### src/rtl/calc_sequencer.sv
// Keypad-event to Sel-strobe sequencer for the calculator datapath; all outputs registered.
// Optional CALC_CHAIN_EN: an operator key in DONE copies the result into operand A.
module calc_sequencer #(
  parameter int ALU_LAT = 4
) (
  input  logic       clock,
  input  logic       reset_n,
  input  logic       key_valid,
  input  logic [1:0] key_type,
  input  logic [1:0] key_op,
  output logic [2:0] Sel,
  output logic [1:0] op_sel,
  output logic       busy,
  output logic       key_err
);

  typedef enum logic [2:0] {IDLE, GOT_A, GOT_OP, GOT_B, EXEC, DONE} state_t;

  localparam logic [1:0] K_DIGIT = 2'b00;
  localparam logic [1:0] K_OP    = 2'b01;
  localparam logic [1:0] K_EQ    = 2'b10;
  localparam logic [1:0] K_CLEAR = 2'b11;

  localparam logic [2:0] SEL_NOP    = 3'b000;
  localparam logic [2:0] SEL_LOAD_A = 3'b001;
  localparam logic [2:0] SEL_LOAD_B = 3'b010;
  localparam logic [2:0] SEL_HOLD   = 3'b011;
  localparam logic [2:0] SEL_CLR    = 3'b100;
`ifdef CALC_CHAIN_EN
  localparam logic [2:0] SEL_COPY   = 3'b101;
`endif

  localparam logic [3:0] LAT_M1 = 4'(ALU_LAT - 1);

  state_t     state;
  logic [3:0] cnt;

  always_ff @(posedge clock or negedge reset_n) begin
    if (!reset_n) begin
      state   <= IDLE;
      Sel     <= SEL_NOP;
      op_sel  <= 2'b00;
      busy    <= 1'b0;
      key_err <= 1'b0;
      cnt     <= 4'd0;
    end else begin
      Sel     <= SEL_NOP;
      key_err <= 1'b0;
      if (key_valid && key_type == K_CLEAR) begin
        Sel    <= SEL_CLR;
        op_sel <= 2'b00;
        busy   <= 1'b0;
        cnt    <= 4'd0;
        state  <= IDLE;
      end else if (state == EXEC) begin
        // The countdown runs regardless of keys; non-clear keys only flag an error.
        if (key_valid) key_err <= 1'b1;
        if (cnt != 4'd0) begin
          cnt <= cnt - 4'd1;
        end else begin
          Sel   <= SEL_HOLD;
          busy  <= 1'b0;
          state <= DONE;
        end
      end else if (key_valid) begin
        case (state)
          IDLE: begin
            if (key_type == K_DIGIT) begin
              Sel   <= SEL_LOAD_A;
              state <= GOT_A;
            end else key_err <= 1'b1;
          end
          GOT_A: begin
            if (key_type == K_DIGIT) Sel <= SEL_LOAD_A;
            else if (key_type == K_OP) begin
              op_sel <= key_op;
              state  <= GOT_OP;
            end else key_err <= 1'b1;
          end
          GOT_OP: begin
            if (key_type == K_DIGIT) begin
              Sel   <= SEL_LOAD_B;
              state <= GOT_B;
            end else if (key_type == K_OP) op_sel <= key_op;
            else key_err <= 1'b1;
          end
          GOT_B: begin
            if (key_type == K_DIGIT) Sel <= SEL_LOAD_B;
            else if (key_type == K_EQ) begin
              cnt   <= LAT_M1;
              busy  <= 1'b1;
              state <= EXEC;
            end else key_err <= 1'b1;
          end
          DONE: begin
            if (key_type == K_DIGIT) begin
              Sel   <= SEL_LOAD_A;
              state <= GOT_A;
            end
`ifdef CALC_CHAIN_EN
            else if (key_type == K_OP) begin
              op_sel <= key_op;
              Sel    <= SEL_COPY;
              state  <= GOT_OP;
            end
`endif
            else key_err <= 1'b1;
          end
          default: state <= IDLE;
        endcase
      end
    end
  end

endmodule

### config.mk
export PLATFORM = sky130hd
export DESIGN_NAME = calc_sequencer
export DESIGN_NICKNAME = d
export VERILOG_FILES = /design/src/rtl/calc_sequencer.sv
export SDC_FILE = /design/constraint.sdc
export NUM_CORES = 1
export LEC_CHECK = 0
export ABC_AREA = 0
export CORE_MARGIN = 1
export CORE_UTILIZATION = 45
export CTS_CLUSTER_DIAMETER = 60
export DETAILED_ROUTE_END_ITERATION = 12
export GPL_TIMING_DRIVEN = 0
export MAX_ROUTING_LAYER = met4
export PLACE_DENSITY_LB_ADDON = 0.15
export SLEW_MARGIN = 30
export SYNTH_ARGS = -nofsm -noshare
export SYNTH_HDL_FRONTEND = slang
export SYNTH_SLANG_ARGS = --single-unit
### constraint.sdc
create_clock -name clock -period 1.55 [get_ports clock]
set_input_delay 0.31 -clock clock [delete_from_list [all_inputs] [get_ports clock]]
set_output_delay 0.31 -clock clock [all_outputs]
set_load 0.02 [all_outputs]
==> run summary <==
Root Buffer = clkbuf_4
Crit path max fanout = 6
Final TNS setup = -0.433 ns
Ratio of cells with drive above 1 in the final layout = 27.7%
Final nets = 129
First-pass GRT wire length = 3550 um
Number of enable flip-flop cells after synthesis = 0
Compound-Gate Fraction of Synth Area = 21.3%
Post-route clock period utilization = 111%
Met1 Use GR = 30.6%
TritonCTS clock tree = done
Post-synthesis mux area share = 5.89%
Number of global-route vias before repair = 766
Status = finished, violations left
Netlist cell types = 38
Max VDD drop = 0.855 mV
Final Hold Violating Endpoints = 0
WHS = 0.409 ns
Final core occ = 67.5%
Pwr dens = 1710 nW/um2
Register area share after synthesis = 40.2%
RSZ-0062 raised after global routing = true
Number of routed nets with antenna violations = 0
Worst reg-to-reg setup slack = -0.16 ns
Horiz. Die Dim = 46.0 um
Post-Route WL = 2140 um
Slew HR = 58.8%
H-tree Lvls = 1
Ys flop type = dfrtp_1
Max-cap viol count = 0
Hold Buf Count CTS = 0
Top post-synthesis cells by area = dfrtp_1, mux2i_1, nor2b_1
Fmax = 584 MHz
Crit. End Element = flop
HPWL Detailed = 1300 um
TritonCTS Buffers = 3
Clock sinks = 14
Slew @ Worst Pin = 0.615 ns
Worst setup margin = -0.163 ns
Worst hold path type = primary input to async pin
Starting Density = 49.4%
Die Y = 46.0 um
Syn_nets = 104
Max Root-Sink Buffers = 2
Top cell type's share of synthesized area = 40.2%
Mean cell area of the mapped netlist = 9.07 um2
Ports = 14
Via-to-Cell Ratio = 5.59
Post-route cell area = 1190 um2
Core area = 1760 um2
RePlAce Congestion = 0.853
Failing checks = setup timing
Die area = 2120 um2
Slew Viols, Final = 0
Tot Pwr = 2.04 mW
Cell count after placement = 133
Top Usage Layer GRT = met2
Startpoint Class = flop
# DRC = 0
Antenna violations before repair = 0
Top-count cell post-synth = dfrtp_1
Critical R2R Capture = cnt[3]
Netlist area before placement = 871 um2
XOR/XNOR Fraction of Synth Area = 3.02%
Yosys reg bits = 14
Leak = 0.565 nW
Synth warn = 0
Data required, critical path = 1.77 ns
Post-synth top cells = dfrtp_1, nand2_1, inv_1, nor2_1, o21ai_0
DP Area = 1020 um2
Skew-Pair Late Insertion Delay = 0.28 ns
DR vias = 805
Leading area contributor after synthesis = dfrtp_1
Adder-Cell Fraction of Synth Area = 1.44%
Post-Layout Cell Count = 144
DR pass1 iterations = 4
Final Critical Period = 1.71 ns
Launching point of the worst reg2reg path = state[1]
Post-Synth Simple-Gate Area = 22.4%
R2R cell count = 4
Worst Clk Skew = 0.00242 ns
Final setup fails = 5
Drt initial violations = 13
Routed len/inst = 14.8 um
Worst Path Class, Setup = flop to flop
Diode count = 0
Aggregate global routing overflow = 0
Port buffer count = 12
Asr flop ratio synth = 100%
Largest net degree at the start of global routing = 15
Reg clk slew, reported paths = 0.08 ns
Core Rows = 15
Tot GR Track Use = 24.5%
Met3 usage = 6.35%
GRT met2 Usage = 38.3%
Synth-to-layout area growth = 36.8%
Critical path arrival = 1.93 ns
Combinational family with the most area after synthesis = simple AND/OR/NAND/NOR gates
Synth Instances = 96
Pre-CTS setup slack = -0.507 ns
## critical path, stage by stage, from the launching register on
cell	delay [ns]
dfrtp_2	0.45
or3b_4	0.40
or4_4	0.43
a211o_1	0.26
o21ai_2	0.11
## power breakdown
part / total, mW / internal (mW) / switching [mW]
combinational: 1.24 / 0.631 / 0.610
sequential: 0.597 / 0.495 / 0.102
clock: 0.202 / 0.0904 / 0.112
## sequential cells by signal (all words and copies together), names as in the netlist
signal   flops
state        3
cnt          4
Sel          3
op_sel       2
key_err      1
busy         1
## cell type report
type	instances	area (um2)
inverter	6	22.5
multi-input combinational	69	534
timing repair buffer	20	191
tap	25	31.3
buffer	7	36.3
clock buffer	3	22.5
fill	148	573
sequential	14	353
## per-layer routing
layer | wire length (um) | share of wire (%)
met1 | 976 | 46
met2 | 1040 | 49
met3 | 80 | 3.7
met4 | 40 | 1.9
met5 | 0 | 0
## placed cells by master (no fill, tap or decap), types with 3 or more instances in the layout
cell type,Yosys,final
inv_1,6,4
nor2_1,6,6
mux2i_1,4,4
dlymetal6s2s_1,0,4
clkdlybuf4s50_1,0,6
buf_4,0,7
dfrtp_1,14,12
o21ai_0,6,6
clkbuf_4,0,4
clkbuf_2,0,3
nor2b_1,5,5
nand3_1,5,5
nand2_1,8,8
## how the worst max path moves through the flow
stage	from	to	depth (start not counted)
6_report	state[1]	cnt[3]	4
5_1_grt	cnt[0]	state[2]	6
4_1_cts	state[1]	cnt[3]	4
3_5_place_dp	key_valid	cnt[1]	5
3_3_place_gp	key_valid	cnt[1]	5
2_1_floorplan	state[1]	cnt[3]	4
## timing repair
action	in CTS	in global routing
cloned	0	0
pin swaps	5	1
buffers inserted	7	1
gates resized for setup	19	9
setup endpoints to repair	11	13
## kinds of logic (layout without fill, tap and decap cells)
kind of cell	count (synthesis)	count (layout)
buffers and inverters	13	36
multiplexers	5	5
XOR/XNOR	3	3
AND/OR/NAND/NOR	35	35
adder cells (fa/ha/maj)	1	1
flip-flops	14	14
AO/OA/AOI/OAI	25	25
(Power assumes the default switching activity.)
